File: src/rtl/cv32e40x_xif_aes_ctrl.sv
// rtl/cv32e40x_xif_aes_ctrl.sv - XIF offload controller for the RV32 AES (Zkne/Zknd) functional unit
//
// Accepts AES32{ES,ESM,DS,DSM}I instructions over the XIF issue interface,
// queues them in a small in-order buffer, waits for the core's commit/kill
// decision, drives a single-cycle-handshake AES FU and returns the result
// over the XIF result interface.
//
// Ports:
//   clk_i, rst_n                 clock, asynchronous active-low reset
//   issue_*                      XIF issue request/response
//   commit_*                     XIF commit (commit or kill by instruction ID)
//   fu_valid_o/fu_ready_i        AES FU handshake; fu_rs1/rs2/bs/op drive, fu_rd_i result
//   result_*                     XIF result (id, data, destination register)

module cv32e40x_xif_aes_ctrl #(
  parameter int X_ID_WIDTH = 4,
  parameter int DEPTH      = 2
) (
  input  logic                  clk_i,
  input  logic                  rst_n,
  input  logic                  issue_valid_i,
  output logic                  issue_ready_o,
  input  logic [31:0]           issue_instr_i,
  input  logic [X_ID_WIDTH-1:0] issue_id_i,
  input  logic [1:0]            issue_rs_valid_i,
  input  logic [31:0]           issue_rs0_i,
  input  logic [31:0]           issue_rs1_i,
  output logic                  issue_accept_o,
  output logic                  issue_writeback_o,
  input  logic                  commit_valid_i,
  input  logic [X_ID_WIDTH-1:0] commit_id_i,
  input  logic                  commit_kill_i,
  output logic                  fu_valid_o,
  output logic [31:0]           fu_rs1_o,
  output logic [31:0]           fu_rs2_o,
  output logic [1:0]            fu_bs_o,
  output logic [3:0]            fu_op_o,
  input  logic [31:0]           fu_rd_i,
  input  logic                  fu_ready_i,
  output logic                  result_valid_o,
  input  logic                  result_ready_i,
  output logic [X_ID_WIDTH-1:0] result_id_o,
  output logic [31:0]           result_data_o,
  output logic [4:0]            result_rd_o
);

  localparam logic [6:0] OPC_AES32 = 7'b0110011;
  localparam logic [4:0] F5_ESI    = 5'b10001;
  localparam logic [4:0] F5_ESMI   = 5'b10011;
  localparam logic [4:0] F5_DSI    = 5'b10101;
  localparam logic [4:0] F5_DSMI   = 5'b10111;
  localparam int PW = (DEPTH > 1) ? $clog2(DEPTH) : 1;
  localparam int CW = $clog2(DEPTH + 1);

  typedef enum logic [1:0] {IDLE, EXEC, RESP} state_t;

  logic [DEPTH-1:0]      ent_valid, ent_committed, ent_killed;
  logic [X_ID_WIDTH-1:0] ent_id  [DEPTH];
  logic [31:0]           ent_rs0 [DEPTH];
  logic [31:0]           ent_rs1 [DEPTH];
  logic [1:0]            ent_bs  [DEPTH];
  logic [4:0]            ent_rd  [DEPTH];
  logic [3:0]            ent_op  [DEPTH];
  logic [PW-1:0]         head, tail;
  logic [CW-1:0]         count;
  state_t                state, state_nxt;
  logic [X_ID_WIDTH-1:0] res_id;
  logic [31:0]           res_data;
  logic [4:0]            res_rd;

  logic [3:0] dec_op;
  logic       decodable, push, pop, capture;
  logic       head_hit, head_kill, head_go;
  logic       unused_instr;

  // rs1/rs2/funct3 fields are carried by the operand values, not decoded here.
  assign unused_instr = ^issue_instr_i[24:12];

  always_comb begin
    dec_op = 4'b0000;
    case (issue_instr_i[29:25])
      F5_ESI:  dec_op = 4'b1000;
      F5_ESMI: dec_op = 4'b0100;
      F5_DSI:  dec_op = 4'b0010;
      F5_DSMI: dec_op = 4'b0001;
      default: dec_op = 4'b0000;
    endcase
  end

  assign decodable = (issue_instr_i[6:0] == OPC_AES32) && (dec_op != 4'b0000) &&
                     (issue_rs_valid_i == 2'b11);
  assign issue_ready_o = (count < CW'(DEPTH));
  // rst_n keeps the combinational accept low while reset is asserted.
  assign push = rst_n && issue_valid_i && issue_ready_o && decodable;
  assign issue_accept_o    = push;
  assign issue_writeback_o = push;

  // A commit arriving this cycle for the head counts immediately, so a
  // committed head starts executing in the cycle after the commit.
  assign head_hit  = commit_valid_i && ent_valid[head] && !ent_committed[head] &&
                     !ent_killed[head] && (commit_id_i == ent_id[head]);
  assign head_kill = ent_valid[head] && (ent_killed[head] || (head_hit && commit_kill_i));
  assign head_go   = ent_valid[head] && (ent_committed[head] || (head_hit && !commit_kill_i));

  always_comb begin
    state_nxt      = state;
    pop            = 1'b0;
    capture        = 1'b0;
    fu_valid_o     = 1'b0;
    fu_rs1_o       = '0;
    fu_rs2_o       = '0;
    fu_bs_o        = '0;
    fu_op_o        = '0;
    result_valid_o = 1'b0;
    case (state)
      IDLE: begin
        if (head_kill) begin
          pop = 1'b1;
        end else if (head_go) begin
          state_nxt = EXEC;
        end
      end
      EXEC: begin
        fu_valid_o = 1'b1;
        fu_rs1_o   = ent_rs0[head];
        fu_rs2_o   = ent_rs1[head];
        fu_bs_o    = ent_bs[head];
        fu_op_o    = ent_op[head];
        if (fu_ready_i) begin
          pop       = 1'b1;
          capture   = 1'b1;
          state_nxt = RESP;
        end
      end
      RESP: begin
        result_valid_o = 1'b1;
        if (result_ready_i) state_nxt = IDLE;
      end
      default: state_nxt = IDLE;
    endcase
  end

  always_ff @(posedge clk_i or negedge rst_n) begin
    if (!rst_n) state <= IDLE;
    else        state <= state_nxt;
  end

  always_ff @(posedge clk_i or negedge rst_n) begin
    if (!rst_n) begin
      res_id   <= '0;
      res_data <= '0;
      res_rd   <= '0;
    end else if (capture) begin
      res_id   <= ent_id[head];
      res_data <= fu_rd_i;
      res_rd   <= ent_rd[head];
    end
  end

  assign result_id_o   = res_id;
  assign result_data_o = res_data;
  assign result_rd_o   = res_rd;

  always_ff @(posedge clk_i or negedge rst_n) begin
    if (!rst_n) begin
      head          <= '0;
      tail          <= '0;
      count         <= '0;
      ent_valid     <= '0;
      ent_committed <= '0;
      ent_killed    <= '0;
      for (int i = 0; i < DEPTH; i++) begin
        ent_id[i]  <= '0;
        ent_rs0[i] <= '0;
        ent_rs1[i] <= '0;
        ent_bs[i]  <= '0;
        ent_rd[i]  <= '0;
        ent_op[i]  <= '0;
      end
    end else begin
      for (int i = 0; i < DEPTH; i++) begin
        if (commit_valid_i && ent_valid[i] && !ent_committed[i] && !ent_killed[i] &&
            (commit_id_i == ent_id[i])) begin
          if (commit_kill_i) ent_killed[i] <= 1'b1;
          else               ent_committed[i] <= 1'b1;
        end
        if (pop && (PW'(i) == head)) begin
          ent_valid[i]     <= 1'b0;
          ent_committed[i] <= 1'b0;
          ent_killed[i]    <= 1'b0;
        end
        // Push never targets the popped slot: that needs count 0 or DEPTH.
        if (push && (PW'(i) == tail)) begin
          ent_valid[i]     <= 1'b1;
          ent_id[i]        <= issue_id_i;
          ent_rs0[i]       <= issue_rs0_i;
          ent_rs1[i]       <= issue_rs1_i;
          ent_bs[i]        <= issue_instr_i[31:30];
          ent_rd[i]        <= issue_instr_i[11:7];
          ent_op[i]        <= dec_op;
          ent_committed[i] <= commit_valid_i && !commit_kill_i && (commit_id_i == issue_id_i);
          ent_killed[i]    <= commit_valid_i && commit_kill_i && (commit_id_i == issue_id_i);
        end
      end
      if (pop)  head <= head + 1'b1;
      if (push) tail <= tail + 1'b1;
      if (push && !pop)      count <= count + 1'b1;
      else if (pop && !push) count <= count - 1'b1;
    end
  end

endmodule
File: config.mk
export PLATFORM = sky130hd
export DESIGN_NAME = cv32e40x_xif_aes_ctrl
export DESIGN_NICKNAME = d
export VERILOG_FILES = /design/src/rtl/cv32e40x_xif_aes_ctrl.sv
export SDC_FILE = /design/constraint.sdc
export NUM_CORES = 1
export LEC_CHECK = 0
export CORE_ASPECT_RATIO = 1.2
export CORE_MARGIN = 3
export CORE_UTILIZATION = 30
export DETAILED_ROUTE_END_ITERATION = 10
export GPL_ROUTABILITY_DRIVEN = 0
export GPL_TIMING_DRIVEN = 0
export PLACE_DENSITY = 0.54
export SYNTH_ARGS = -nofsm -noshare
export SYNTH_HDL_FRONTEND = slang
export SYNTH_SLANG_ARGS = --single-unit
File: constraint.sdc
create_clock -name clk_i -period 2.7 [get_ports clk_i]
set_clock_uncertainty 0.05 [all_clocks]
set_input_delay 0.54 -clock clk_i [delete_from_list [all_inputs] [get_ports clk_i]]
set_output_delay 0.54 -clock clk_i [all_outputs]
set_load 0.005 [all_outputs]
Word level (Yosys, flattened, before mapping). Index checks and enable logic that the tools add are counted.

Reductions and logical operators: 56. Muxes and demuxes: 60. Equal/unequal tests: 18. Bitwise logic cells: 3. $lt $le $gt $ge: 3. Add/subtract/negate cells: 4.

Operator list (count): 32-bit 2-to-1 mux (8); 1-bit logical AND (31); 1-bit 2-to-1 mux (29); 4-bit 2-to-1 mux (7); 5-bit == test (second input constant) (4); 2-bit 2-to-1 mux (10); 4-bit == test (4); 4-bit case mux with 4 select lines (1); 5-bit 2-to-1 mux (3); 3-bit nonzero test (4); 1-bit logical NOT (9); 2-bit != test (second input constant) (4); 2-bit AND reduction (4); 7-bit by 6-bit == test with 1-bit output (second input constant) (1); 3-bit by 1-bit != test with 1-bit output (second input constant) (2); 2-bit case mux with 3 select lines (1); 2-bit nonzero test (3); 2-bit == test (second input constant) (2); 4-bit AND reduction (1); 4-bit nonzero test (1); 1-bit adder (second input constant) (2); 2-bit by 1-bit adder with 2-bit output (second input constant) (1); 2-bit by 1-bit == test with 1-bit output (second input constant) (1); 2-bit greater-or-equal comparator (second input constant) (1); other kinds (8) (10).

Register bits after elaboration: 211. Output and inout bits: 116. Logic and storage cells: 169.

Longest topological paths before layout.
Word-level depth: 14. Mapped depth: 10. Gate-level depth less buffers: 8.

Worst setup path before layout. OpenSTA, ideal clock, no wires.

Path type: reg2reg. Start: reg head. End: reg count[1]. Data required time: 2.570 ns. Period minus slack after synthesis: 2.085 ns. Data arrival time: 1.955 ns. Cell stages (with the launch flop): 9. Slack: 0.615 ns. Cell sequence: dfrtp_1 > buf_6 > mux2i_1 > or3_4 > nor4b_4 > a21oi_2 > ha_1 > nor2_1 > xnor2_1.

Word-level cells in the longest chain between the ends: 14. Elaborated cells between the ends (all ways): 27. Classes of those cells: 1 x eq/ne; 12 x mux; 1 x bitwise; 13 x reduce/logical.

RTL lines: start: declaration (RTL line 64) `logic [PW-1:0] head, tail;`; start signal: assignment (RTL line 205) `if (pop) head <= head + 1'b1;`; 1-bit NOT with 2-bit output (not written as such) (tied with other cells) (RTL line 101) `!ent_killed[head] && (commit_id_i == ent_id[head]);`; 4-bit 2-to-1 mux (not written as such) (tied with other cells) (2 in series) (RTL line 101); 4-bit 2-to-1 mux (not written as such) / 1-bit logical AND (equally long branches) (RTL line 101, 100); 4-bit == test / 1-bit logical AND (equally long branches) (RTL line 101, 100); 1-bit logical AND (RTL line 101); 1-bit logical AND (RTL line 102) `assign head_kill = ent_valid[head] && (ent_killed[head] || (head_hit && commit_kill_i));`; 1-bit logical OR (RTL line 102); 1-bit logical AND (*) (RTL line 102); 1-bit 2-to-1 mux (*) (RTL line 117) `if (head_kill) begin`; 1-bit case mux with 2 select lines (*) (RTL line 115) `case (state)`; 1-bit logical NOT (RTL line 207) `if (push && !pop) count <= count + 1'b1;`; 1-bit logical AND (RTL line 207); 2-bit 2-to-1 mux / 2-bit nonzero test (equally long branches); end signal: assignment (RTL line 207); end signal: assignment (RTL line 208) `else if (pop && !push) count <= count - 1'b1;`; end: declaration (RTL line 65) `logic [CW-1:0] count;`.

Every way passes the cells marked *; elsewhere a longest branch is shown, timed or not. The select of a mux whose other input is x is not followed. A chain may end at the register's enable or synchronous reset.

Worst setup path after layout.
Start: reg head. End: out fu_op_o[1].

Word-level cells in the longest chain between the ends: 5.

RTL lines: 1-bit NOT with 2-bit output (not written as such) (RTL line 128) `fu_op_o = ent_op[head];`; 4-bit 2-to-1 mux (not written as such) (3 in series) (RTL line 128); 4-bit 2-to-1 mux (RTL line 115); end: declaration (RTL line 37) `output logic [3:0] fu_op_o,`.

No other way between the ends. The select of a mux whose other input is x is not followed.

==> parameters.txt <==
Parameter                              Value

Run status
  Result of the run    completed

Floorplanning
  Horizontal die dimension    168 um
  Initial Util    30.7%
  FP Rows    70
  Core Box Area    30,700 sq um
  Die height    200 um
  I/O Pins    261
  Die Outline Area    33,700 sq um

Synthesis
  Per-instance average area after synthesis    13.3 sq um
  Flop and latch count out of synthesis    211
  Most common flop cell mapped by yosys    dfrtp_1
  Synth Instances    709
  Synth cell types    44
  Syn Std Cell Area    9450 sq um
  Number of synthesized flops with an enable pin    0
  Yosys warning count    0
  Fraction of registers with async set or reset after synthesis    100%
  Synth Net Count    855
  Part of the Yosys area used for sequential elements    55.9%

Cells and area
  Most common cell after layout, fill and taps aside    clkdlybuf4s50_1
  Layout-stage area growth over the synthesis result    45.0%
  Area used by multi-input combinational logic    4070 sq um
  Commonest non-fill, non-tap cells in the layout    clkdlybuf4s50_1 (216), dfrtp_1 (211), mux2_2 (177)
  Core occupancy in the finished layout    44.6%
  Sequential cell area    5280 sq um
  Net count reported at finish    1,136
  Ratio of cells with drive above 1 in the final layout    30.5%
  Ant. Diodes    0
  Number of fill cells in the layout    2,891

Power
  Worst ir drop on vdd    361 uV
  Overall power of the completed layout    7.12 mW
  Cell Pwr Density    520 nW/um^2
  Leak pwr    6.44 nW

Clock tree
  Number of buffers on the longest clock path    3
  Clock-pin slew of the registers on the worst-case setup and hold paths    60 ps
  Clock buffer count from CTS    24
  CTS tree    yes
  H-tree depth    1
  CTS Root Buffer Type    clkbuf_16
  Clock sink count    211
  Clock network latency to the later pin of the worst-skew pair    510 ps

Detailed routing
  DRC Markers    0
  Detailed-route via count    6,551
  Average wire per cell in the routed design    18.5 um
  DRT Wirelength    26,000 um
  Detail-routed via count per cell    4.67
  Residual antenna-violating net count after detailed routing    0
  First-pass DRT Iterations    4
  DRC violation total after the first TritonRoute iteration    150

Global routing
  Via count of the first global-routing pass    7,043
  First-pass GRT wire length    41,100 um
  Overall overflow remaining after global route    0
  Overall fraction of global-route tracks in use    15.3%
  Number of antenna violations at the first check in global routing    4
  Largest net degree at the start of global routing    110

STA
  Final worst-path cycle share    97.2%
  Period minus WS final    2620 ps
  Max-slew violations    0
  Worst hold slack after final layout    15.4 ps
  Setup TNS    0 ps
  Tightest slew margin relative to the limit    58.6%
  Final Hold Violating Endpoints    0
  Unrepaired setup endpoints after global routing    no
  Peak clock frequency supported by timing    381 MHz
  Final setup violation count    0
  Worst slew pin tran    620 ps

Placed design
  Dpl hpwl    18,200 um
  Port buffer count    247

Worst setup path
  WP data required    2110 ps
  Critical Path End Type    primary output
  Crit-path max FO    10
  Type of the worst setup path    register to primary output
  Data arrival, critical path    2030 ps
  Worst setup SP type    register

Flow run
  Max cap viols    0

Hold path
  Classification of the worst-slack hold path    input pin to asynchronous set/reset pin
critical path: stages (launching register included):
cell and delay [ps]:
dfrtp_1 400, buf_12 160, buf_8 160, mux2i_4 190
nor2_1 100, clkdlybuf4s50_1 510
cell type report:
type | instances | area share [%]
flip-flops and latches | 211 | 38.5
multi-input cells | 450 | 29.7
repair buffers | 256 | 19.1
clock buffers | 38 | 5.58
well taps | 396 | 3.62
plain buffers | 42 | 2.92
clock inverters | 6 | 0.402
inverters | 5 | 0.137
metrics by stage:
| step | instance area, sq um | instances | setup slack, ps |
|---|---|---|---|
| final | 13700 | 1404 | 76.9 |
| after global routing | 13700 | 1404 | 1.25 |
| after CTS | 13600 | 1404 | -0.0886 |
| after detailed placement | 12500 | 1353 | -794 |
| after global placement | 12400 | 1352 | -9800 |
| after floorplan | 9450 | 709 | 615 |
cells in the mapped netlist (2+ instances only):
library cell | instances | area, sq um
nand2b_1 | 4 | 25.0
nor4_1 | 3 | 18.8
o211ai_1 | 3 | 22.5
dfrtp_1 | 211 | 5280
buf_6 | 3 | 33.8
inv_2 | 3 | 11.3
nor2_1 | 74 | 278
mux2_2 | 177 | 1990
xor2_1 | 12 | 105
nand2_1 | 26 | 97.6
mux2_4 | 7 | 105
inv_1 | 2 | 7.51
buf_2 | 26 | 130
nor3_1 | 5 | 25.0
xnor2_1 | 9 | 78.8
o21ai_0 | 18 | 90.1
clkbuf_1 | 13 | 48.8
nand4b_1 | 2 | 17.5
mux2i_1 | 80 | 801
o21ai_1 | 7 | 35.0
logic make-up (layout without fill, tap and decap cells):
kind of cell | after synthesis | after routing | share of synthesized area, %
simple gates | 128 | 128 | 6.51
fa+ha+maj | 1 | 1 | 0.132
xor+xnor | 21 | 21 | 1.95
mux | 264 | 264 | 30.7
buf+inv | 48 | 347 | 2.53
flops | 211 | 211 | 55.9
compound gates | 36 | 36 | 2.33
report_power, final:
group	internal, mW	leakage [nW]	total, mW	switching [mW]
clock	2.03	0.411	3.33	1.30
combinational	0.342	3.10	0.581	0.239
sequential	3.19	2.93	3.21	0.0138
total	5.56	6.44	7.12	1.55
flip-flops by register name (all words and copies together) (netlist names):
name and count:
ent_rs1 64, result_data_o 32, result_rd_o 5, ent_id 8, ent_rd 10, ent_valid 2, state 2, count 2
ent_killed 2, result_id_o 4, ent_rs0 64, head 1, ent_op 8, ent_committed 2, tail 1, ent_bs 4
repair_timing:
action / CTS / global route
cloned: 1 / 0
hold buffers: 3 / 0
resized for setup: 98 / 17
setup endpoints to repair: 72 / 43
hold endpoints to repair: 102 / 0
buffers inserted: 4 / 0
pin swaps: 3 / 0
routing by layer:
layer | part of all wire (%) | track usage, %
met2 | 48 | 25.9
met5 | 0.15 | 0
met4 | 1.8 | 3.60
met3 | 7.7 | 4.55
met1 | 42 | 19.4
final timing paths:
check                                from  cells past startpoint  slack [ps]              to
setup reg to reg                     head                     10         150        count[1]
hold / removal                      rst_n                      2          20     ent_rs1[14]
max in group asynchronous           rst_n                      2        1670     ent_rs1[30]
setup / recovery                     head                      5          80      fu_op_o[1]
hold reg to reg            result_id_o[2]                      2         430  result_id_o[2]
min in group clk_i         result_id_o[2]                      2         430  result_id_o[2]
No activity file was read; power rests on OpenSTA's default activity.
